--- config.mk ---
export PLATFORM = sky130hd
export DESIGN_NAME = median_frame_ctrl_flat
export DESIGN_NICKNAME = d
export VERILOG_FILES = /design/src/rtl/median_frame_ctrl_if.sv /design/src/rtl/median_frame_ctrl.sv /design/src/flat_wrapper.sv
export SDC_FILE = /design/constraint.sdc
export NUM_CORES = 1
export LEC_CHECK = 0
export ABC_CLOCK_PERIOD_IN_PS = 2540
export BUFFER_PORTS_ARGS = -buffer_cell sky130_fd_sc_hd__buf_2
export CAP_MARGIN = 20
export CORE_MARGIN = 8
export CORE_UTILIZATION = 40
export CTS_CLUSTER_SIZE = 28
export DETAILED_ROUTE_END_ITERATION = 7
export GPL_TIMING_DRIVEN = 0
export PLACE_DENSITY = 0.66
export SLEW_MARGIN = 30
export SYNTH_ARGS = -nofsm -noshare
export SYNTH_HDL_FRONTEND = slang
export SYNTH_SLANG_ARGS = --single-unit
--- constraint.sdc ---
create_clock -name clk -period 2.54 [get_ports clk]
set_input_delay 0.381 -clock clk [delete_from_list [all_inputs] [get_ports clk]]
set_output_delay 0.381 -clock clk [all_outputs]
set_load 0.03 [all_outputs]
--- src/rtl/median_frame_ctrl_if.sv ---
`default_nettype none
// ============================================================================
// Module      : median_frame_ctrl_if
// Description : Bundles the frame control, upstream pixel stream, core
//               pipeline and downstream pixel stream signals of the median
//               frame sequencer.
//               slave  : sequencer view (drives busy/done/in_ready/core_en/
//                        core_din/out_pixel/out_valid/col/row)
//               master : environment view (drives start/in_pixel/in_valid/
//                        core_pixel/out_ready)
// Revision    : 1.0 - initial release
// ============================================================================
interface median_frame_ctrl_if #(
    parameter int CW = 10
);
    logic          start;
    logic          busy;
    logic          done;
    logic [7:0]    in_pixel;
    logic          in_valid;
    logic          in_ready;
    logic          core_en;
    logic [7:0]    core_din;
    logic [7:0]    core_pixel;
    logic [7:0]    out_pixel;
    logic          out_valid;
    logic          out_ready;
    logic [CW-1:0] col;
    logic [CW-1:0] row;

    modport slave (
        input  start, in_pixel, in_valid, core_pixel, out_ready,
        output busy, done, in_ready, core_en, core_din, out_pixel, out_valid,
               col, row
    );

    modport master (
        output start, in_pixel, in_valid, core_pixel, out_ready,
        input  busy, done, in_ready, core_en, core_din, out_pixel, out_valid,
               col, row
    );
endinterface
`default_nettype wire

--- src/rtl/median_frame_ctrl.sv ---
`default_nettype none
// ============================================================================
// Module      : median_frame_ctrl
// Description : Frame-level sequencer for the 3x3 median core. Accepts a
//               raster pixel stream, advances the core only on accepted
//               pixels or flush beats, tags results coming from complete
//               3x3 windows and forwards only those downstream with
//               valid/ready back-pressure.
// Ports       : clk  - clock
//               rst  - synchronous active-high reset
//               bus  - median_frame_ctrl_if.slave (control, upstream,
//                      core and downstream signals)
// Revision    : 1.0 - initial release
// ============================================================================
module median_frame_ctrl #(
    parameter int IMG_W    = 640,
    parameter int IMG_H    = 480,
    parameter int PIPE_LAT = 3,
    parameter int CW       = 10
) (
    input  logic               clk,
    input  logic               rst,
    median_frame_ctrl_if.slave bus
);

    localparam int                c_fcw        = $clog2(PIPE_LAT + 1);
    localparam logic [CW-1:0]     c_last_col   = CW'(IMG_W - 1);
    localparam logic [CW-1:0]     c_last_row   = CW'(IMG_H - 1);
    localparam logic [CW-1:0]     c_win_min    = CW'(2);
    localparam logic [c_fcw-1:0]  c_flush_init = c_fcw'(PIPE_LAT);

    typedef enum logic [1:0] {
        S_IDLE  = 2'd0,
        S_RUN   = 2'd1,
        S_FLUSH = 2'd2,
        S_DONE  = 2'd3
    } state_t;

    state_t              r_state;
    logic [CW-1:0]       r_col;
    logic [CW-1:0]       r_row;
    logic [PIPE_LAT-1:0] r_tag;
    logic                r_taken;
    logic [c_fcw-1:0]    r_flush_cnt;
    logic                r_busy;
    logic                r_done;

    logic                w_out_valid;
    logic                w_stall;
    logic                w_in_ready;
    logic                w_accept;
    logic                w_adv;
    logic                w_new_tag;
    logic [PIPE_LAT-1:0] w_tag_next;

    // r_tag mirrors the core pipeline: bit PIPE_LAT-1 belongs to the result
    // currently sitting on core_pixel. r_taken remembers that this result
    // was already handed off while the core was frozen.
    assign w_out_valid = r_tag[PIPE_LAT-1] & ~r_taken;
    assign w_stall     = w_out_valid & ~bus.out_ready;
    assign w_in_ready  = (r_state == S_RUN) & ~w_stall;
    assign w_accept    = w_in_ready & bus.in_valid;
    assign w_adv       = ~w_stall & (((r_state == S_RUN) & bus.in_valid) |
                                     ((r_state == S_FLUSH) & (r_flush_cnt != '0)));

    // Flush beats push a zero tag because w_accept is low outside RUN.
    assign w_new_tag   = w_accept & (r_row >= c_win_min) & (r_col >= c_win_min);

    generate
        if (PIPE_LAT == 1) begin : g_tag_single
            assign w_tag_next = w_new_tag;
        end else begin : g_tag_shift
            assign w_tag_next = {r_tag[PIPE_LAT-2:0], w_new_tag};
        end
    endgenerate

    always_ff @(posedge clk) begin
        if (rst) begin
            r_state     <= S_IDLE;
            r_col       <= '0;
            r_row       <= '0;
            r_tag       <= '0;
            r_taken     <= 1'b0;
            r_flush_cnt <= '0;
            r_busy      <= 1'b0;
            r_done      <= 1'b0;
        end else begin
            r_done <= 1'b0;

            if (w_adv) begin
                r_tag   <= w_tag_next;
                r_taken <= 1'b0;
            end else if (w_out_valid & bus.out_ready) begin
                r_taken <= 1'b1;
            end

            case (r_state)
                S_IDLE: begin
                    if (bus.start) begin
                        r_col   <= '0;
                        r_row   <= '0;
                        r_tag   <= '0;
                        r_taken <= 1'b0;
                        r_busy  <= 1'b1;
                        r_state <= S_RUN;
                    end
                end

                S_RUN: begin
                    if (w_accept) begin
                        if (r_col == c_last_col) begin
                            r_col <= '0;
                            if (r_row == c_last_row) begin
                                r_row       <= '0;
                                r_flush_cnt <= c_flush_init;
                                r_state     <= S_FLUSH;
                            end else begin
                                r_row <= r_row + 1'b1;
                            end
                        end else begin
                            r_col <= r_col + 1'b1;
                        end
                    end
                end

                S_FLUSH: begin
                    if (w_adv) begin
                        r_flush_cnt <= r_flush_cnt - 1'b1;
                    end
                    // Leave only once the pipe is pushed through and the
                    // final result has been handed off.
                    if ((r_flush_cnt == '0) && !w_out_valid) begin
                        r_busy  <= 1'b0;
                        r_done  <= 1'b1;
                        r_state <= S_DONE;
                    end
                end

                S_DONE: begin
                    r_state <= S_IDLE;
                end

                default: begin
                    r_state <= S_IDLE;
                end
            endcase
        end
    end

    assign bus.busy      = r_busy;
    assign bus.done      = r_done;
    assign bus.in_ready  = w_in_ready;
    assign bus.core_en   = w_adv;
    assign bus.core_din  = (r_state == S_RUN) ? bus.in_pixel : 8'd0;
    assign bus.out_pixel = bus.core_pixel;
    assign bus.out_valid = w_out_valid;
    assign bus.col       = r_col;
    assign bus.row       = r_row;

endmodule
`default_nettype wire

--- src/flat_wrapper.sv ---
// flat-port wrapper written by rule: the top's interface ports become plain ports
module median_frame_ctrl_flat 
#(
    parameter int IMG_W    = 640,
    parameter int IMG_H    = 480,
    parameter int PIPE_LAT = 3,
    parameter int CW       = 10
)
  (clk, rst, bus_start, bus_in_pixel, bus_in_valid, bus_core_pixel, bus_out_ready, bus_busy, bus_done, bus_in_ready, bus_core_en, bus_core_din, bus_out_pixel, bus_out_valid, bus_col, bus_row);
  median_frame_ctrl_if #(.CW(CW)) bus_i ();
  input  logic clk;
  input  logic rst;
  input wire logic [$bits(bus_i.start)-1:0] bus_start;
  input wire logic [$bits(bus_i.in_pixel)-1:0] bus_in_pixel;
  input wire logic [$bits(bus_i.in_valid)-1:0] bus_in_valid;
  input wire logic [$bits(bus_i.core_pixel)-1:0] bus_core_pixel;
  input wire logic [$bits(bus_i.out_ready)-1:0] bus_out_ready;
  output wire logic [$bits(bus_i.busy)-1:0] bus_busy;
  output wire logic [$bits(bus_i.done)-1:0] bus_done;
  output wire logic [$bits(bus_i.in_ready)-1:0] bus_in_ready;
  output wire logic [$bits(bus_i.core_en)-1:0] bus_core_en;
  output wire logic [$bits(bus_i.core_din)-1:0] bus_core_din;
  output wire logic [$bits(bus_i.out_pixel)-1:0] bus_out_pixel;
  output wire logic [$bits(bus_i.out_valid)-1:0] bus_out_valid;
  output wire logic [$bits(bus_i.col)-1:0] bus_col;
  output wire logic [$bits(bus_i.row)-1:0] bus_row;
  assign bus_i.start = bus_start;
  assign bus_i.in_pixel = bus_in_pixel;
  assign bus_i.in_valid = bus_in_valid;
  assign bus_i.core_pixel = bus_core_pixel;
  assign bus_i.out_ready = bus_out_ready;
  assign bus_busy = bus_i.busy;
  assign bus_done = bus_i.done;
  assign bus_in_ready = bus_i.in_ready;
  assign bus_core_en = bus_i.core_en;
  assign bus_core_din = bus_i.core_din;
  assign bus_out_pixel = bus_i.out_pixel;
  assign bus_out_valid = bus_i.out_valid;
  assign bus_col = bus_i.col;
  assign bus_row = bus_i.row;
  median_frame_ctrl #(.IMG_W(IMG_W), .IMG_H(IMG_H), .PIPE_LAT(PIPE_LAT), .CW(CW)) u_core (.clk(clk), .rst(rst), .bus(bus_i));
endmodule
* Word level (Yosys, flattened, before mapping)
Index checks and enable logic that the tools add are counted.
** Operators by class
- $lt $le $gt $ge :: 2
- Bitwise gates (word level) :: 15
- $add $sub $neg :: 3
- Mux-type cells :: 31
- Reductions and logical operators :: 14
- Eq/ne operators :: 11
** Operators by type and width (number)
- two-way mux 10 bit :: 6
- case mux 10 bit (2 select lines) :: 2
- adder 10 x 1 -> 10 bit, second input constant :: 2
- greater-or-equal comparator 10 x 2 -> 1 bit, second input constant :: 2
- two-way mux 2 bit :: 9
- AND 1 bit :: 10
- equality test 10 bit, second input constant :: 1
- equality test 10 x 9 -> 1 bit, second input constant :: 1
- inequality test 2 bit, second input constant :: 5
- AND reduction 5 bit :: 2
- two-way mux 3 bit :: 3
- two-way mux 8 bit :: 1
- case mux 2 bit (4 select lines) :: 1
- nonzero test 2 bit :: 4
- two-way mux 1 bit :: 7
- AND reduction 3 bit :: 2
- equality test 2 bit, second input constant :: 2
- zero test 2 bit :: 2
- NOT 1 bit :: 4
- case mux 2 bit (2 select lines) :: 1
- AND reduction 4 bit :: 1
- equality test 2 x 1 -> 1 bit, second input constant :: 1
- inequality test 2 x 1 -> 1 bit, second input constant :: 1
- case mux 1 bit (2 select lines) :: 1
- other kinds (5) :: 5
** Storage, ports and cells
- Register bits :: 30
- Word-level logic and storage cells :: 84
- Output and inout port bits :: 41

* Longest topological paths before layout
Gate-level depths: netlist of the first run.
- Depth in word-level cells :: 11
- Gate-level depth with buffers :: 8
- Depth with buffers taken out :: 7

* Worst setup path after synthesis of the first run
No wires, ideal clock.
- Path type :: reg2reg
- From :: register u_core.r_col[1] (netlist: u_core.bus.col[1])
- To :: register u_core.r_row[1] (netlist: u_core.bus.row[1])
- Cell stages (with the launch flop) :: 8
- Slack :: 0.309 ns
- Arrival time :: 2.161 ns
- Buffers on the path :: 1
- Setup time :: 0.070 ns
- Cells stage by stage :: dfxtp_1 -> ha_1 -> nand3_2 -> nor4_4 -> o21ai_2 -> buf_6 -> or4_1 -> a21oi_1
** On the way
- Cells in the longest elaborated chain, start to end :: 3
** RTL lines
- start, declared :: RTL line median_frame_ctrl.sv:40 : logic [CW-1:0] r_col;
- start signal, assigned :: RTL line median_frame_ctrl.sv:121 : r_col <= r_col + 1'b1;
- equality test 10 bit :: RTL line median_frame_ctrl.sv:111 : if (r_col == c_last_col) begin
- inequality test 2 bit (no line)
- AND reduction 4 bit (no line)
- end signal, assigned :: RTL line median_frame_ctrl.sv:118 : r_row <= r_row + 1'b1;
- end, declared :: RTL line median_frame_ctrl.sv:41 : logic [CW-1:0] r_row;
No other way between the ends.
A chain may end at the register's enable or synchronous reset.

* Worst setup path in the final report of the first run
- From :: register u_core.r_state[1]
- To :: output bus_core_en
** On the way
- Cells in the longest elaborated chain, start to end :: 4
- Elaborated cells on any way between the ends :: 6
** RTL lines
- start, declared :: RTL line median_frame_ctrl.sv:39 : state_t r_state;
- start signal, assigned :: RTL line median_frame_ctrl.sv:79 : r_state <= S_IDLE;
- start signal, assigned :: RTL line median_frame_ctrl.sv:105 : r_state <= S_RUN;
- start signal, assigned :: RTL line median_frame_ctrl.sv:116 : r_state <= S_FLUSH;
- equality test 2 x 1 -> 1 bit / equality test 2 bit (equally long branches) :: RTL line median_frame_ctrl.sv:63, median_frame_ctrl.sv:64
- AND 1 bit, on equally long branches :: RTL line median_frame_ctrl.sv:63, median_frame_ctrl.sv:64
- OR 1 bit (*) :: RTL line median_frame_ctrl.sv:63 : assign w_adv = ~w_stall & (((r_state == S_RUN) & bus.in_valid) |
- AND 1 bit (*) :: RTL line median_frame_ctrl.sv:63
- end, declared :: RTL line flat_wrapper.sv:21 : output wire logic [$bits(bus_i.core_en)-1:0] bus_core_en;
Mark *: on every way between the ends. The rest lies on a longest branch, timed or not.

==> flow_metrics.py, run 1 <==
metrics = {
    "clock_tree": {
        "cts_buffers": 5,
        "clkTransAtPathRegs_ns": 0.06,
        "cts-hold-fix-buffers": 0,
        "cts_tree": "done",
        "h-tree-depth": 2,
        "clkLatencyLatePin_ns": 0.29,
        "cts_root_buf": "clkbuf_8",
        "clockBufferDepth": 2,
        "cts_sinks": 30,
    },
    "worst_setup_path": {
        "slowest_delay_ns": 0.45,
        "path_cells": "inv_1 > ha_1 > nand2_1 > a21oi_1 > buf_2",
        "worst_path_max_delay_cell": "a21oi_1",
        "cp.arrival_ns": 1.85,
        "critPathRequiredTime_ns": 2.16,
        "critical_path.max_fanout": 7,
        "start_kind": "flip-flop",
        "crit_type": "flip-flop to output pin",
        "end_kind": "output pin",
    },
    "global_routing": {
        "grt_pass1_vias": 1682,
        "grt.total_usage": 0.140,
        "grt_overflow": 0,
        "grt_pass1_wl_um": 7530,
        "grt_start_max_net_pins": 11,
        "antenna_found_initial": 0,
    },
    "run": {
        "max-cap-violations": 0,
    },
    "floorplan": {
        "dieArea_sq_um": 6850,
        "rows": 24,
        "die_h_um": 82.8,
        "fp.dieW_um": 82.8,
        "core-area_sq_um": 4320,
        "start_util": 0.413,
        "io_pins": 62,
    },
    "sta": {
        "setup_violations": 0,
        "max-slew-margin-rel": 0.649,
        "drv_slew": 0,
        "setup_tns_ns": 0,
        "rsz0062_at_grt": "no",
        "max_freq_mhz": 447,
        "timing.final.crit_share": 0.880,
        "finalHoldViolations": 0,
        "timing.hold.ws_ns": 0.438,
        "fin_ws_ns": 0.305,
        "worst_pin_slew_ns": 0.527,
        "skew_ns": 0.0106,
        "fin_crit_ns": 2.23,
    },
    "synthesis": {
        "synth_fa_ha_area_frac": 0.0561,
        "synth-simple-area-share": 0.335,
        "synth_mux_area_frac": 0.0175,
        "async_flop_share": 0,
        "synth.cell_area_sq_um": 1780,
        "yosys_register_bits": 30,
        "ys_warn_count": 0,
        "synth_compound_area_frac": 0.143,
        "ys.flop_type": "dfxtp_1",
        "synth_top_family_by_area": "simple AND/OR/NAND/NOR gates",
        "synthDominantCellAreaShare": 0.337,
        "synth_area_leaders": "dfxtp_1 34%, ha_1 5.6%, nor2_1 5.3%",
        "ys_seq_area_frac": 0.337,
        "synth-edff-count": 0,
        "syn_nets": 248,
        "syn_area_per_cell_sq_um": 8.15,
        "synth_xor_area_frac": 0.0393,
        "yosysTopAreaCell": "dfxtp_1",
        "netlist_instances": 219,
        "ys_types": 48,
    },
    "finish": {
        "final_area_sq_um": 2220,
        "design.final.nets": 310,
        "final_cells": 334,
        "diodes": 0,
        "drive_gt1_frac": 0.294,
        "final_util": 0.514,
        "area_growth_pct": 24.5,
    },
    "detailed_routing": {
        "ant_nets": 0,
        "wl_met2_um": 2090,
        "avgViaCountPerCell": 5.29,
        "totalWireLength_um": 4580,
        "wl_met3_um": 295,
        "first_iter_violations": 113,
        "met1_length_um": 2110,
        "top_layer_used": "met4",
        "vias": 1766,
        "drc_errors": 0,
        "dr.pass1.iters": 4,
        "avgRoutedWirePerCell_um": 13.7,
    },
    "power_and_ir_drop": {
        "ir_worst_vdd_uv": 482,
        "p_per_area_nw_per_um2": 786,
        "p_leak_nw": 0.965,
        "total_power_mw": 1.75,
    },
    "placed_design": {
        "pre_cts_ws_ns": 0.227,
        "place.gp.congestion": 0.805,
        "dpl-instance-area_sq_um": 2110,
        "dp.cells": 324,
        "io_buffers": 53,
        "place_hpwl_um": 3460,
    },
    "min_path": {
        "hp-class": "input pin to flip-flop",
    },
    "status": {
        "status": "finished clean",
    },
}
synthesized netlist by cell type, types with 2 or more instances:
cell and count:
a211oi_1 4, a21o_1 2, a21oi_1 18, and2_1 9, and3_1 3, buf_4 8
clkbuf_1 5, dfxtp_1 30, ha_1 8, inv_1 9, mux2i_1 2, nand2_1 14
nand2b_1 7, nand3_1 10, nand4_1 5, nor2_1 25, nor2b_1 2, nor3_1 2
nor4_1 4, o21ai_0 11, or3_1 3, or4_1 6, xor2_1 7
per-layer routing:
layer | global-route usage | vias to the layer above
met2 | 0.226 | 54
li1 | - | 889
met3 | 0.0485 | 8
met5 | 0 | -
met4 | 0.0500 | 0
met1 | 0.169 | 815
area by class of cell:
class	count	area, sq um
Fill cell	423	2100
Multi-Input combinational cell	165	1050
Sequential cell	30	601
Timing Repair Buffer	55	280
Buffer	15	95.1
Clock buffer	7	86.3
Tap cell	52	65.1
Inverter	9	33.8
Clock inverter	1	5.00
what timing repair did:
item | 4_1_cts | 5_1_grt
buffers inserted | 0 | 2
gates resized for setup | 0 | 0
setup endpoints to repair | 0 | 1
state kept, by name, indices dropped and copies added (netlist names):
name                flops
u_core.bus.busy         1
u_core.bus.col         10
u_core.bus.done         1
u_core.bus.row         10
u_core.r_flush_cnt      2
u_core.r_state          2
u_core.r_tag            3
u_core.r_taken          1
kinds of logic (layout without fill, tap and decap cells):
family / count (synthesis) / count (layout)
adder cells (fa/ha/maj): 8 / 8
multiplexers: 3 / 3
flip-flops: 30 / 30
AO/OA/AOI/OAI: 42 / 42
AND/OR/NAND/NOR: 104 / 104
XOR/XNOR: 8 / 8
buffers and inverters: 24 / 87
path summary, 6_finish.rpt:
path | cells past startpoint | endpoint | start | slack, ns
worst max-delay path | 5 | bus_core_en | u_core.r_state[1]$_SDFFE_PP0P_ | 0.31
worst min-delay path | 3 | u_core.r_taken$_SDFF_PP0_ | bus_out_ready | 0.44
worst min register to register | 2 | u_core.r_flush_cnt[1]$_SDFFE_PP0P_ | u_core.r_flush_cnt[1]$_SDFFE_PP0P_ | 0.48
worst max register to register | 9 | u_core.bus.row[1]$_SDFFE_PP0P_ | u_core.r_state[1]$_SDFFE_PP0P_ | 0.33
cells in the final DEF (no fill, tap or decap), drive strengths merged, types with 2 or more instances in the layout:
cell type,n
a211oi,4
a21o,2
a21oi,18
a31oi,2
and2,9
and3,4
buf,64
clkbuf,13
dfxtp,30
ha,8
inv,9
mux2i,2
nand2,14
nand2b,7
nand3,11
nand4,5
nor2,25
nor2b,2
nor3,2
nor3b,2
nor4,5
o21ai,12
or3,3
or4,6
xor2,7
worst max-delay path: cells and delay by family (launching register included):
| family | cells | cell delay, ns |
|---|---|---|
| adders and majority gates | 1 | 0.27 |
| DFF | 1 | 0.33 |
| AOI/OAI and AO/OA | 1 | 0.45 |
| buffers and inverters | 2 | 0.38 |
| and+or+nand+nor | 1 | 0.14 |
power by group:
group	switching, mW	internal, mW
Clock	0.179	0.218
Combinational	0.526	0.285
Sequential	0.0262	0.511
Power figures use the tool's default switching activity.
==> run 2, diff against run 1 <==
--- a/config.mk
+++ b/config.mk
@@ -5,15 +5,14 @@
 export SDC_FILE = /design/constraint.sdc
 export NUM_CORES = 1
 export LEC_CHECK = 0
-export ABC_CLOCK_PERIOD_IN_PS = 2540
+export ABC_CLOCK_PERIOD_IN_PS = 1900
 export BUFFER_PORTS_ARGS = -buffer_cell sky130_fd_sc_hd__buf_2
 export CAP_MARGIN = 20
 export CORE_MARGIN = 8
-export CORE_UTILIZATION = 40
+export CORE_UTILIZATION = 41
 export CTS_CLUSTER_SIZE = 28
 export DETAILED_ROUTE_END_ITERATION = 7
-export GPL_TIMING_DRIVEN = 0
-export PLACE_DENSITY = 0.66
+export PLACE_DENSITY = 0.7
 export SLEW_MARGIN = 30
 export SYNTH_ARGS = -nofsm -noshare
 export SYNTH_HDL_FRONTEND = slang
==> constraint.sdc (replaced) <==
create_clock -name clk -period 1.9 [get_ports clk]
set_input_delay 0.285 -clock clk [delete_from_list [all_inputs] [get_ports clk]]
set_output_delay 0.285 -clock clk [all_outputs]
set_load 0.03 [all_outputs]
==> run 2 against run 1 <==
  * Routed wire length up 4.7%
  * Worst hold slack got worse by 0.075 ns
  * Core utilization up 4.1 points
  * Critical path depth grew 1
  * Clock-buffer cell count unchanged
  * Cell area increased by 6.5%
  * Worst setup slack worse by 0.25 ns
  * Clock skew shrank 0.0050 ns
  * Clock power is 20% higher
  * Global-route usage up 0.27 points
  * Sequential cell count did not move
  * Die area decreased by 2.0%
  * Critical endpoint is now u_core.bus.row[5]$_SDFFE_PP0P_
==> flow_metrics.py, run 2 (synthesis results as in run 1) <==
metrics = {
    "worst_setup_path": {
        "r2r_setup_slack_ns": 0.06,
        "reg2reg_from": "u_core.bus.col[0]$_SDFFE_PP0P_",
        "critical_path.max_fanout": 7,
        "crit_type": "flip-flop to flip-flop",
        "r2r.worst_path.cells": 6,
        "end_kind": "flip-flop",
        "critPathRequiredTime_ns": 2.10,
        "cp.arrival_ns": 2.05,
        "r2r_end": "u_core.bus.row[5]$_SDFFE_PP0P_",
        "start_kind": "flip-flop",
    },
    "detailed_routing": {
        "avgViaCountPerCell": 5.34,
        "avgRoutedWirePerCell_um": 14.3,
        "first_iter_violations": 144,
        "totalWireLength_um": 4790,
        "dr.pass1.iters": 4,
        "drc_errors": 0,
        "vias": 1795,
        "ant_nets": 0,
    },
    "sta": {
        "timing.final.crit_share": 0.970,
        "rsz0062_at_grt": "yes",
        "skew_ns": 0.00559,
        "max-slew-margin-rel": 0.728,
        "drv_slew": 0,
        "setup_tns_ns": 0,
        "fin_ws_ns": 0.0566,
        "worst_pin_slew_ns": 0.404,
        "setup_violations": 0,
        "max_freq_mhz": 542,
        "fin_crit_ns": 1.84,
        "finalHoldViolations": 0,
    },
    "power_and_ir_drop": {
        "p_switching_mw": 1.03,
        "ir_worst_vdd_uv": 820,
        "p_clk_frac": 0.189,
        "total_power_mw": 2.52,
        "p_leak_nw": 1.01,
        "p_per_area_nw_per_um2": 1070,
        "swShare": 0.408,
        "power.internal_mw": 1.49,
        "pwr-share-comb": 0.523,
        "p_seq_frac": 0.288,
    },
    "clock_tree": {
        "clkTransAtPathRegs_ns": 0.06,
        "cts_tree": "done",
        "h-tree-depth": 2,
        "clockBufferDepth": 2,
        "cts_root_buf": "clkbuf_8",
        "cts_buffers": 5,
        "cts_sinks": 30,
        "clkLatencyLatePin_ns": 0.28,
    },
    "floorplan": {
        "start_util": 0.418,
        "rows": 24,
        "fp.dieW_um": 82.0,
        "core-area_sq_um": 4260,
        "io_pins": 62,
        "die_h_um": 82.0,
        "dieArea_sq_um": 6720,
    },
    "finish": {
        "diodes": 0,
        "final_area_sq_um": 2370,
        "layout_common_cells": "45 x buf_2, 28 x buf_4, 25 x nor2_1",
        "design.final.nets": 313,
        "drive_gt1_frac": 0.401,
        "final_util": 0.555,
        "layout_commonest_cell": "buf_2",
        "area_growth_pct": 32.6,
    },
    "global_routing": {
        "grt.total_usage": 0.143,
        "grt_pass1_wl_um": 7780,
        "grt_pass1_vias": 1765,
        "grt_overflow": 0,
        "grt_start_max_net_pins": 25,
        "antenna_found_initial": 0,
    },
    "min_path": {
        "hp-start": "bus_out_ready",
        "holdPathEnd": "u_core.r_taken$_SDFF_PP0_",
        "hp-class": "input pin to flip-flop",
        "hold_depth": 3,
    },
    "placed_design": {
        "place.gp.congestion": 0.841,
        "io_buffers": 45,
        "pre_cts_ws_ns": -0.100,
        "dpl-instance-area_sq_um": 2210,
        "place_hpwl_um": 3570,
    },
    "status": {
        "status": "finished clean",
    },
    "run": {
        "max-cap-violations": 0,
    },
}
==> run 2: changes by cell type in the layout (fill, tap and decap cells not counted), moves of 3 or more <==
cell / change
dfxtp_2: +12
ha_1: -3
clkbuf_1: -4
dfxtp_1: -12
buf_2: -8
buf_4: +18
==> run 2: area by class of cell <==
type / count / area (sq um)
fill: 404 / 1900
multi-input combinational: 165 / 1140
sequential: 30 / 616
timing repair buffer: 73 / 435
clock buffer: 7 / 76.3
tap: 52 / 65.1
inverter: 9 / 33.8
==> run 2: power groups by stage <==
stage	Combinational, mW	Clock (mW)	Sequential, mW
6_report	1.32	0.477	0.726
5_1_grt	1.42	0.517	0.731
4_1_cts	1.27	0.488	0.715
3_5_place_dp	1.25	0	0.733
3_3_place_gp	1.23	0	0.729
2_1_floorplan	0.805	0	0.770
==> run 2: how the worst max path moves through the flow <==
stage                                   startpoint                             end  slack [ns]  cells after the start
finish              u_core.bus.col[0]$_SDFFE_PP0P_  u_core.bus.row[5]$_SDFFE_PP0P_        0.06                      6
global route        u_core.bus.col[0]$_SDFFE_PP0P_  u_core.bus.row[8]$_SDFFE_PP0P_       -0.03                      6
CTS                 u_core.r_state[0]$_SDFFE_PP0P_  u_core.bus.col[6]$_SDFFE_PP0P_       0.006                      7
detailed placement  u_core.r_state[1]$_SDFFE_PP0P_  u_core.bus.row[8]$_SDFFE_PP0P_       -0.10                      7
global placement    u_core.r_state[1]$_SDFFE_PP0P_  u_core.bus.row[7]$_SDFFE_PP0P_       -0.02                      7
floorplan           u_core.r_state[1]$_SDFFE_PP0P_  u_core.bus.row[1]$_SDFFE_PP0P_        -0.1                      8
==> run 2: through the flow <==
| step | instances | hold slack (ns) |
|---|---|---|
| 6_report | 336 | 0.363 |
| 5_1_grt | 336 | 0.371 |
| 4_1_cts | 336 | 0.349 |
| 3_5_place_dp | 327 | 0.470 |
| 3_3_place_gp | 327 | 0.457 |
| 2_1_floorplan | 219 | 0.440 |
==> run 2: metal layers <==
| layer | up-vias | wire length, um | track usage |
|---|---|---|---|
| li1 | 896 | - | - |
| met2 | 59 | 2300 | 0.238 |
| met1 | 827 | 2080 | 0.165 |
| met5 | - | 0 | 0 |
| met4 | 0 | 85 | 0.0667 |
| met3 | 13 | 325 | 0.0416 |
==> run 2: timing repair <==
| action | CTS | global route |
|---|---|---|
| setup buffers | 2 | 0 |
| pin swaps | 2 | 3 |
| hold buffers | 0 | 0 |
| gates resized for setup | 1 | 20 |
| setup endpoints to repair | 11 | 12 |
==> run 2: worst max-delay path: stages (launching register included) <==
cell,delay (ns)
dfxtp_2,0.35
ha_4,0.15
nand3_4,0.09
nor4_4,0.39
nand3_2,0.21
or4_1,0.44
a21oi_1,0.14
